$ cat src/rtl/tone_meter.sv
// tone_meter: measures an asynchronous square-wave tone.
// sig_in is synchronized and debounced; the period and high time between
// consecutive filtered rising edges are averaged over 4 samples.
//
// Ports:
//   clk        system clock, all flops on rising edge
//   rst        asynchronous active-high reset
//   enable     measurement enable; low forces IDLE
//   sig_in     asynchronous tone input
//   period     averaged period in clk cycles
//   high_time  averaged high time in clk cycles
//   valid      one-cycle pulse when period/high_time update
//   silent     high while no tone is detected
module tone_meter #(
    parameter int          FILT_LEN = 4,
    parameter logic [31:0] TIMEOUT  = 32'd2_000_000
) (
    input  logic        clk,
    input  logic        rst,
    input  logic        enable,
    input  logic        sig_in,
    output logic [31:0] period,
    output logic [31:0] high_time,
    output logic        valid,
    output logic        silent
);

    localparam int FW = (FILT_LEN > 1) ? $clog2(FILT_LEN) : 1;

    typedef enum logic [1:0] {IDLE, ARM, MEAS, SILENT} state_t;

    // ---------------- synchronizer + stability filter ----------------
    logic          s1_q, s2_q;
    logic          filt_q, filt_d;
    logic          fprev_q;
    logic [FW-1:0] fcnt_q, fcnt_d;
    logic          rise;

    // fcnt counts consecutive samples that disagree with the filtered level;
    // the level flips on the FILT_LEN-th disagreeing sample.
    always_comb begin
        filt_d = filt_q;
        fcnt_d = '0;
        if (s2_q != filt_q) begin
            if (fcnt_q == FW'(FILT_LEN - 1)) begin
                filt_d = s2_q;
            end else begin
                fcnt_d = fcnt_q + 1'b1;
            end
        end
    end

    always_ff @(posedge clk or posedge rst) begin
        if (rst) begin
            s1_q    <= 1'b0;
            s2_q    <= 1'b0;
            filt_q  <= 1'b0;
            fprev_q <= 1'b0;
            fcnt_q  <= '0;
        end else begin
            s1_q    <= sig_in;
            s2_q    <= s1_q;
            filt_q  <= filt_d;
            fprev_q <= filt_q;
            fcnt_q  <= fcnt_d;
        end
    end

    assign rise = filt_q & ~fprev_q;

    // ---------------- measurement FSM ----------------
    state_t      state_q, state_d;
    logic [31:0] cnt_q, cnt_d;
    logic [31:0] hcnt_q, hcnt_d;
    logic [33:0] pacc_q, pacc_d;
    logic [33:0] hacc_q, hacc_d;
    logic [1:0]  idx_q, idx_d;
    logic [31:0] period_q, period_d;
    logic [31:0] high_q, high_d;
    logic        valid_q, valid_d;
    logic        silent_q, silent_d;

    logic [31:0] cnt_inc;
    logic        timeout_hit;
    logic [33:0] p_sum, h_sum;

    // cnt saturates at TIMEOUT so a stalled tone can never wrap it
    assign cnt_inc     = (cnt_q >= TIMEOUT) ? TIMEOUT : cnt_q + 32'd1;
    assign timeout_hit = (cnt_inc == TIMEOUT);
    assign p_sum       = pacc_q + {2'b00, cnt_q};
    assign h_sum       = hacc_q + {2'b00, hcnt_q};

    always_comb begin
        state_d  = state_q;
        cnt_d    = cnt_q;
        hcnt_d   = hcnt_q;
        pacc_d   = pacc_q;
        hacc_d   = hacc_q;
        idx_d    = idx_q;
        period_d = period_q;
        high_d   = high_q;
        valid_d  = 1'b0;
        silent_d = silent_q;

        if (!enable) begin
            state_d  = IDLE;
            cnt_d    = '0;
            hcnt_d   = '0;
            pacc_d   = '0;
            hacc_d   = '0;
            idx_d    = '0;
            silent_d = 1'b1;
        end else begin
            case (state_q)
                IDLE: begin
                    state_d = ARM;
                end
                // ARM and SILENT: a rise only starts a measurement window.
                // The rise cycle itself counts as cycle 1 (and is high).
                ARM, SILENT: begin
                    if (rise) begin
                        state_d = MEAS;
                        cnt_d   = 32'd1;
                        hcnt_d  = 32'd1;
                        pacc_d  = '0;
                        hacc_d  = '0;
                        idx_d   = '0;
                    end else if (state_q == ARM) begin
                        cnt_d = cnt_inc;
                        if (timeout_hit) begin
                            state_d  = SILENT;
                            silent_d = 1'b1;
                            pacc_d   = '0;
                            hacc_d   = '0;
                            idx_d    = '0;
                        end
                    end
                end
                MEAS: begin
                    // rise takes priority over a simultaneous timeout
                    if (rise) begin
                        cnt_d  = 32'd1;
                        hcnt_d = 32'd1;
                        if (idx_q == 2'd3) begin
                            period_d = p_sum[33:2];
                            high_d   = h_sum[33:2];
                            valid_d  = 1'b1;
                            silent_d = 1'b0;
                            pacc_d   = '0;
                            hacc_d   = '0;
                            idx_d    = '0;
                        end else begin
                            pacc_d = p_sum;
                            hacc_d = h_sum;
                            idx_d  = idx_q + 2'd1;
                        end
                    end else begin
                        cnt_d  = cnt_inc;
                        hcnt_d = hcnt_q + {31'd0, filt_q};
                        if (timeout_hit) begin
                            state_d  = SILENT;
                            silent_d = 1'b1;
                            pacc_d   = '0;
                            hacc_d   = '0;
                            idx_d    = '0;
                        end
                    end
                end
                default: state_d = IDLE;
            endcase
        end
    end

    always_ff @(posedge clk or posedge rst) begin
        if (rst) begin
            state_q  <= IDLE;
            cnt_q    <= '0;
            hcnt_q   <= '0;
            pacc_q   <= '0;
            hacc_q   <= '0;
            idx_q    <= '0;
            period_q <= '0;
            high_q   <= '0;
            valid_q  <= 1'b0;
            silent_q <= 1'b1;
        end else begin
            state_q  <= state_d;
            cnt_q    <= cnt_d;
            hcnt_q   <= hcnt_d;
            pacc_q   <= pacc_d;
            hacc_q   <= hacc_d;
            idx_q    <= idx_d;
            period_q <= period_d;
            high_q   <= high_d;
            valid_q  <= valid_d;
            silent_q <= silent_d;
        end
    end

    assign period    = period_q;
    assign high_time = high_q;
    assign valid     = valid_q;
    assign silent    = silent_q;

endmodule
$ cat config.mk
export PLATFORM = sky130hd
export DESIGN_NAME = tone_meter
export DESIGN_NICKNAME = d
export VERILOG_FILES = /design/src/rtl/tone_meter.sv
export SDC_FILE = /design/constraint.sdc
export NUM_CORES = 1
export LEC_CHECK = 0
export BUFFER_PORTS_ARGS = -buffer_cell sky130_fd_sc_hd__buf_2
export CORE_MARGIN = 2
export CORE_UTILIZATION = 45
export DETAILED_ROUTE_END_ITERATION = 10
export SYNTH_ARGS = -nofsm -noshare
export SYNTH_HDL_FRONTEND = slang
export SYNTH_SLANG_ARGS = --single-unit
$ cat constraint.sdc
create_clock -name clk -period 11.16 [get_ports clk]
set_input_delay 1.116 -clock clk [delete_from_list [all_inputs] [get_ports clk]]
set_output_delay 1.116 -clock clk [all_outputs]
set_load 0.02 [all_outputs]
**Word level (Yosys, flattened, before mapping)**

Index checks and enable logic that the tools add are counted.

- Flip-flop bits (word level): 208
- Input port bits: 4
- Output and inout bits: 66
- Word-level logic and storage cells: 96

- Add/subtract/negate cells: 6
- Magnitude comparators: 1
- Equal/unequal tests: 14
- Muxes and demuxes: 50
- Bitwise logic cells: 2
- Reductions and logical operators: 8

Operators with widths:

| operator | count |
|---|---|
| $mux W34 | 12 |
| $mux W32 | 8 |
| $pmux W34 S2 | 2 |
| $pmux W32 S2 | 2 |
| $add A34 B32 Y34 | 2 |
| $add A32 B1 Y32 | 1 |
| $add A32 B1 Y32 const B | 1 |
| $eq A32 B21 Y1 const B | 1 |
| $ge A32 B21 Y1 const B | 1 |
| $mux W2 | 13 |
| $ne A3 B3 Y1 const B | 4 |
| $mux W1 | 10 |
| $eq A2 B2 Y1 const B | 4 |
| $ne A4 B4 Y1 const B | 2 |
| $reduce_and A2 Y1 | 4 |
| $reduce_and A4 Y1 | 2 |
| $pmux W2 S3 | 1 |
| $add A2 B1 Y2 const B | 2 |
| $pmux W2 S2 | 1 |
| $ne A3 B1 Y1 const B | 1 |
| $eq A2 B1 Y1 const B | 1 |
| $logic_not A2 Y1 | 1 |
| $pmux W1 S2 | 1 |
| $reduce_or A2 Y1 | 1 |
| other kinds (3) | 3 |

**Depth between registers and ports, before layout**

Gate-level depths: netlist of the first run.

- Depth in word-level cells: 8
- Mapped depth: 12
- Depth with buffers taken out: 10

**Worst setup path before layout of the first run**

Ideal clock, no wire load.

- Path kind: register -> register
- Start point: register cnt_q[0]
- End point: register period_q[26] (netlist: period[26])
- Arrival time: 2939 ps
- Data required time: 11034 ps
- Slack: 8095 ps
- Stages on the path, launching flop included: 11
- Path buffers: 0
- Period minus slack after synthesis: 3065 ps
- Path through: dfrtp_1 ha_1 fa_1 a211oi_1 o211ai_1 a21oi_1 o21ai_0 a221o_1 a31oi_1 o21ai_0 a221o_1

- Cells in the longest elaborated chain, start to end: 1

RTL lines:

| item | RTL line | RTL |
|---|---|---|
| start: declaration | 73 | `logic [31:0] cnt_q, cnt_d;` |
| start signal: assignment | 188 | `cnt_q <= cnt_d;` |
| $add A34 B32 Y34 | 90 | `assign p_sum = pacc_q + {2'b00, cnt_q};` |
| end signal: assignment | 193 | `period_q <= period_d;` |
| end: declaration | 78 | `logic [31:0] period_q, period_d;` |

No other way between the ends.
A chain may end at the register's enable or synchronous reset.

**Worst setup path in the final report of the first run**

- Start point: register cnt_q[7]
- End point: register pacc_q[7]

- Cells in the longest elaborated chain, start to end: 8

RTL lines:

| item | RTL line | RTL |
|---|---|---|
| $add A32 B1 Y32 or $ge A32 B21 Y1 (tied branches) | 88 | `assign cnt_inc = (cnt_q >= TIMEOUT) ? TIMEOUT : cnt_q + 32'd1;` |
| $mux W32 | 88 |  |
| $eq A32 B21 Y1 | 89 | `assign timeout_hit = (cnt_inc == TIMEOUT);` |
| $mux W34 (3 in series) | n/a |  |
| $pmux W34 S2 * | 114 | `case (state_q)` |
| $mux W34 * | 105 | `if (!enable) begin` |
| end signal: assignment | 190 | `pacc_q <= pacc_d;` |
| end: declaration | 75 | `logic [33:0] pacc_q, pacc_d;` |

Mark *: on every way between the ends. The rest lies on a longest branch, timed or not. The select of a mux whose other input is x is not followed.

==> qor.csv, run 1 <==
stage;metric;value;unit
critical_path;type of origin of the critical path;flip-flop;
min_path;min-delay worst type;reg -> reg;
floorplan;die height;171;um
power;Seq pwr share;0.427;
sta;slew margin rel.;0.278;
global_route;total grt overflow;0;
critical_path;CP endpoint kind;flip-flop;
cts;Num Clock Sinks;208;
place;post-DP HPWL;22.0;mm
logic_synthesis;Synth Instances;1356;
power;Max VDD drop;98.8;uV
power;NetSw;473;uW
power;sw frac;0.257;
job;max_cap viols;0;
critical_path;CP Cell Sequence;o31ai_1 > nand2_1 > a21o_1 > a21oi_1 > buf_4 > nand3_1 > a21oi_2 > or2_2 > buf_4 > a22o_1;
cts;CTS resizes;0;
sta;RSZ-0062 raised after global routing;no;
critical_path;critical path data arrival time;4.55;ns
logic_synthesis;Ys Warns;0;
sta;worst slew pin tran;1.08;ns
drt;vias per inst;5.79;
cts;TritonCTS Buffers;25;
cts;root buffer cell;clkbuf_16;
power;Pwr Total;1.84;mW
cts;clk buf depth;3;
logic_synthesis;Avg Cell Area, Syn;9.23;um^2
drt;DRC;0;
floorplan;die width;171;um
global_route;largest net degree at the start of global routing;137;
sta;Period minus WS final;4.09;ns
global_route;Global Route Usage Sum;0.221;
cts;clock-pin transition on the worst setup and hold timing paths;0.06;ns
logic_synthesis;sequential fraction of the synthesis area;0.416;
critical_path;CP Data Required Time;11.62;ns
logic_synthesis;count of cell types in the netlist;72;
sta;setup TNS;0;ns
global_route;initial antenna violation count;1;
logic_synthesis;Post-synth ARST share;1.00;
layout;Nets;1471;
drt;DRT iter0 DRCs;622;
place;Placement Cell Area;13100;um^2
layout;most frequent cells in the layout;dfrtp_1, nand2_1, nor2_1;
sta;Tcrit/Tclk final;0.366;
layout;commonest non-fill, non-tap cell in the layout;dfrtp_1;
place;IO buf count;69;
critical_path;Slowest-stage cell, CP;nand3_1;
drt;DR WL/cell;17.7;um
power;Pleak;6.99;nW
outcome;status;completed;
drt;Final ANT Viol Nets;0;
cts;clk_lat worst skew;0.54;ns
floorplan;Die ar.;29100;um^2
critical_path;Crit Path Max Fanout;43;
global_route;global-route wire length before repair;52.2;mm
power;Gate power share;0.088;
cts;Hold-fix buffers, CTS;0;
logic_synthesis;Synth Net Count;1432;
logic_synthesis;Synth Register Bits;208;
layout;Design Area, Final;14000;um^2
logic_synthesis;Cell Area, Synth;12500;um^2
power;Cell Pwr Density;131;nW/um^2
layout;fraction of layout cells with a size suffix above 1;0.111;
floorplan;Initial Util;0.454;
sta;worst hold margin;0.347;ns
power;Int Power;1.37;mW
critical_path;crit-path most repeated cell;buf_4;
drt;final WL;31.7;mm
cts;Post-CTS Repair Setup Buffers;0;
floorplan;IO Pins;70;
floorplan;FP Rows;61;
floorplan;Core Box Area;27600;um^2
logic_synthesis;Post-synth EDFFs;0;
critical_path;max incr delay on CP;0.66;ns
layout;register area;5210;um^2
layout;multi-input logic area;6910;um^2
sta;Final setup viols;0;
sta;Final Hold Fails;0;
cts;H-tree depth;1;
sta;Slew Limit Fails;0;
layout;Layout Area Growth over Synthesis;12.3;%
power;Clk network pwr share;0.486;
critical_path;CP Class;reg -> reg;
sta;f_max;245;MHz
place;placer congestion estimate;0.859;
drt;vias after detailed routing;10379;
cts;CTS tree;done;
global_route;vias in the first global route;9589;
logic_synthesis;top_reg_cell synth;dfrtp_1;
drt;DR pass1 iterations;5;
sta;clk_skew;0.0171;ns
layout;number of fill cells in the layout;2606;
[cells in the mapped netlist, types with 15 or more instances]
cell,instances,share of area
and3_1,18,0.0090
o211ai_1,16,0.0096
a21oi_1,68,0.027
clkbuf_1,45,0.014
dfrtp_1,207,0.41
a31oi_1,17,0.0085
xor2_1,44,0.031
a22o_1,48,0.034
nand2_1,179,0.054
nor2_1,96,0.029
ha_1,70,0.070
nand4_1,27,0.014
a211oi_1,16,0.0096
nand3_1,41,0.016
xnor2_1,28,0.020
nor3_1,26,0.010
mux2_2,16,0.014
and2_1,20,0.010
a21o_1,44,0.026
o21ai_0,80,0.032
inv_1,36,0.011
o31ai_1,15,0.0090
[registers in the layout, summed over array words and instances, names as in the netlist]
register and cells:
s2_q 1, cnt_q 32, valid 1, fcnt_q 2
idx_q 2, hcnt_q 32, filt_q 1, state_q 2
high_time 32, silent 1, pacc_q 34, fprev_q 1
s1_q 1, hacc_q 34, period 32
[worst paths after layout]
check	from	slack, ns	cells after the start	to
hold reg to reg	s1_q	0.35	0	s2_q
hold / removal	s1_q	0.35	0	s2_q
setup reg to reg	cnt_q[7]	7.07	10	pacc_q[7]
max in group asynchronous	rst	8.92	3	hacc_q[2]
setup / recovery	cnt_q[7]	7.07	10	pacc_q[7]
min in group asynchronous	rst	0.72	2	high_time[22]
[through the flow]
stage	setup slack [ns]	instances	util
4_1_cts	7.06	1792	0.510
3_5_place_dp	6.73	1746	0.477
6_report	7.07	1793	0.510
2_1_floorplan	4.36	1356	-
5_1_grt	6.64	1792	0.510
3_3_place_gp	6.88	1746	0.477
[kinds of logic after synthesis]
group | synth area share
compound gates | 0.230
simple gates | 0.177
flops | 0.416
fa+ha+maj | 0.0732
xor+xnor | 0.0504
mux | 0.0208
buf+inv | 0.0330
[routing by layer]
| layer | vias up | global-route usage | share of wire |
|---|---|---|---|
| li1 | 5064 | - | - |
| met1 | 5059 | 0.335 | 0.50 |
| met2 | 220 | 0.339 | 0.44 |
| met3 | 36 | 0.0254 | 0.043 |
| met4 | 0 | 0.0435 | 0.014 |
| met5 | - | 0 | 0 |
[area by class of cell]
cell class	count	share of cell area
Sequential cell	208	0.371
Tap cell	378	0.0337
Antenna cell	1	0.000178
Inverter	36	0.0102
Multi-Input combinational cell	1046	0.492
Clock inverter	11	0.0136
Clock buffer	35	0.0508
Timing Repair Buffer	78	0.0294
[power by group through the flow]
stage	Combinational, mW	Sequential [mW]	Clock, mW
after floorplan	0.125	0.791	0
after global placement	0.160	0.799	0
after detailed placement	0.162	0.800	0
after CTS	0.163	0.786	0.919
after global routing	0.183	0.789	0.950
final	0.161	0.786	0.894
[critical path: cells and delay by family (launching register included)]
family | cells | cell delay [ns]
buf+inv | 2 | 0.81
simple gates | 3 | 1.24
compound gates | 5 | 1.42
flops | 1 | 0.52
No activity file was read; power rests on OpenSTA's default activity.
==> run 2: changes to the inputs <==
==> constraint.sdc (replaced) <==
create_clock -name clk -period 3.45 [get_ports clk]
set_input_delay 0.345 -clock clk [delete_from_list [all_inputs] [get_ports clk]]
set_output_delay 0.345 -clock clk [all_outputs]
set_load 0.02 [all_outputs]
==> run 2 against run 1 <==
Compared with the run above:
- the run now ends with negative hold slack left
- largest power group unchanged
- worst hold slack lost 0.36 ns
- clock-buffer cell count shrank 5
- register-to-register slack got worse by 6.9 ns
- clock power grew to 3.3 times the previous value
- core utilization up 0.77 points
- sequential power increased to 3.2 times the previous value
- first-iteration DRC count increased by 0.64%
- global-route usage rose by 0.36 points
- final area up 1.5%
- via count is essentially flat
==> qor.csv, run 2 (same netlist as run 1, synthesis figures left out) <==
stage;metric;value;unit;change
power;Pwr Total;6.02;mW;+230%
sta;worst hold margin;-0.00859;ns;-0.356 ns
critical_path;type of origin of the critical path;flip-flop;;
place;post-DP HPWL;22.6;mm;+2.5%
layout;Largest regs;hacc_q: 34 flops, pacc_q: 34 flops;;
floorplan;die height;171;um;unchanged
layout;Layout Area Growth over Synthesis;14.0;%;
cts;CTS tree;done;;
place;Placement Cell Area;13300;um^2;+1.3%
global_route;vias in the first global route;10015;;+4.4%
drt;DRT iter0 DRCs;626;;+0.64%
place;placer congestion estimate;0.868;;+1.0%
drt;vias after detailed routing;10375;;-0.039%
floorplan;FP Rows;61;;unchanged
job;max_cap viols;0;;unchanged
drt;final WL;32.0;mm;+0.89%
sta;setup slack after layout;0.210;ns;-6.86 ns
global_route;Global Route Usage Sum;0.224;;+0.00359
place;DP Worst Slack;0.0955;ns;-6.64 ns
cts;H-tree depth;1;;unchanged
layout;Nets;1490;;+1.3%
critical_path;CP Class;reg -> reg;;
drt;vias per inst;5.73;;-0.98%
global_route;largest net degree at the start of global routing;105;;-23%
critical_path;FF-to-FF Start;cnt_q[0];;
cts;TritonCTS Buffers;24;;-4.0%
sta;setup TNS;0;ns;unchanged
place;IO buf count;69;;unchanged
sta;f_max;309;MHz;+26%
floorplan;Initial Util;0.454;;unchanged
cts;clk buf depth;3;;unchanged
drt;Final ANT Viol Nets;0;;unchanged
power;Pleak;7.12;nW;+1.7%
critical_path;Crit Path Max Fanout;5;;-88%
floorplan;Die ar.;29100;um^2;unchanged
sta;clk_skew;0.0152;ns;-0.00186 ns
power;Cell Pwr Density;422;nW/um^2;+220%
drt;DR pass1 iterations;5;;unchanged
drt;DRC;0;;unchanged
global_route;total grt overflow;0;;unchanged
layout;commonest non-fill, non-tap cell in the layout;dfrtp_1;;
cts;root buffer cell;clkbuf_16;;
cts;clock-pin transition on the worst setup and hold timing paths;0.06;ns;about the same
outcome;failing checks;negative hold slack;;
floorplan;die width;171;um;unchanged
layout;post-layout util;0.518;;+0.00767
sta;Final Hold Fails;3;;+3
global_route;global-route wire length before repair;53.1;mm;+1.8%
sta;worst slew pin tran;0.596;ns;-0.486 ns
global_route;initial antenna violation count;0;;-1
outcome;status;complete, but fails checks;;
sta;Tcrit/Tclk final;0.939;;+0.573
floorplan;IO Pins;70;;unchanged
sta;slew margin rel.;0.601;;+0.322
sta;RSZ-0062 raised after global routing;no;;
critical_path;CP Data Required Time;3.85;ns;-7.77 ns
sta;Final setup viols;0;;unchanged
critical_path;CP endpoint kind;flip-flop;;
place;placed cell count;1765;;+1.1%
sta;Slew Limit Fails;0;;unchanged
cts;Num Clock Sinks;208;;unchanged
cts;clk_lat worst skew;0.53;ns;about the same
drt;DR WL/cell;17.7;um;about the same
layout;final cell count without fillers;1810;;+0.95%
critical_path;crit path from;cnt_q[0];;
layout;Design Area, Final;14300;um^2;+1.5%
sta;Period minus WS final;3.24;ns;-0.848 ns
layout;fraction of layout cells with a size suffix above 1;0.127;;+0.0161
layout;most frequent cells in the layout;dfrtp_1, nand2_1, nor2_1;;
power;Max VDD drop;334;uV;+240%
critical_path;critical path data arrival time;3.64;ns;-0.91 ns
min_path;min-delay worst type;in -> async;;
layout;number of fill cells in the layout;2542;;-2.5%
floorplan;Core Box Area;27600;um^2;unchanged
layout;# diodes;0;;-1
## run 2: cell type report
class,instances,area (um^2),area share
Multi-Input combinational cell,1046,6920,0.486
Sequential cell,208,5210,0.365
Clock buffer,30,684,0.0480
Timing Repair Buffer,98,603,0.0423
Tap cell,378,473,0.0332
Clock inverter,14,230,0.0161
Inverter,36,139,0.00974
## run 2: timing repair
| action | in CTS | in global routing |
|---|---|---|
| hold buffers | 1 | 0 |
| hold endpoints to repair | 1 | 0 |
| setup endpoints to repair | 0 | 9 |
| buffers inserted | 0 | 0 |
| gates resized for setup | 0 | 4 |
## run 2: power by group
group / internal (mW) / total (mW) / leakage (nW) / switching [mW]
logic: 0.155 / 0.564 / 3.78 / 0.409
registers: 2.48 / 2.54 / 2.89 / 0.0588
clock network: 1.85 / 2.91 / 0.451 / 1.06
total: 4.49 / 6.02 / 7.12 / 1.52
## run 2: final timing paths
check,end,slack [ns],cells past startpoint
setup / recovery,period[26],0.21,10
hold / removal,high_time[22],-0.009,3
setup reg to reg,period[26],0.21,10
hold reg to reg,s2_q,0.36,0
max in group asynchronous,hacc_q[1],2.97,3
min in group clk,silent,0.12,2
## run 2: routing by layer
metal  GRT usage  vias to the layer above  share of wire  wire [um]
li1            -                     5119              -          -
met1       0.335                     4999           0.50      16200
met2       0.348                      220           0.44      14000
met3      0.0264                       37          0.043       1370
met4      0.0502                        0          0.016        510
met5           0                        -              0          0
## run 2: worst max-delay path, stage by stage (launching register included)
cell	delay, ns
dfrtp_1	0.42
ha_1	0.26
fa_1	0.45
a211oi_2	0.24
o211ai_1	0.18
a21oi_2	0.21
o21ai_0	0.15
a221o_1	0.45
a31oi_2	0.25
o21ai_0	0.17
a221o_1	0.34
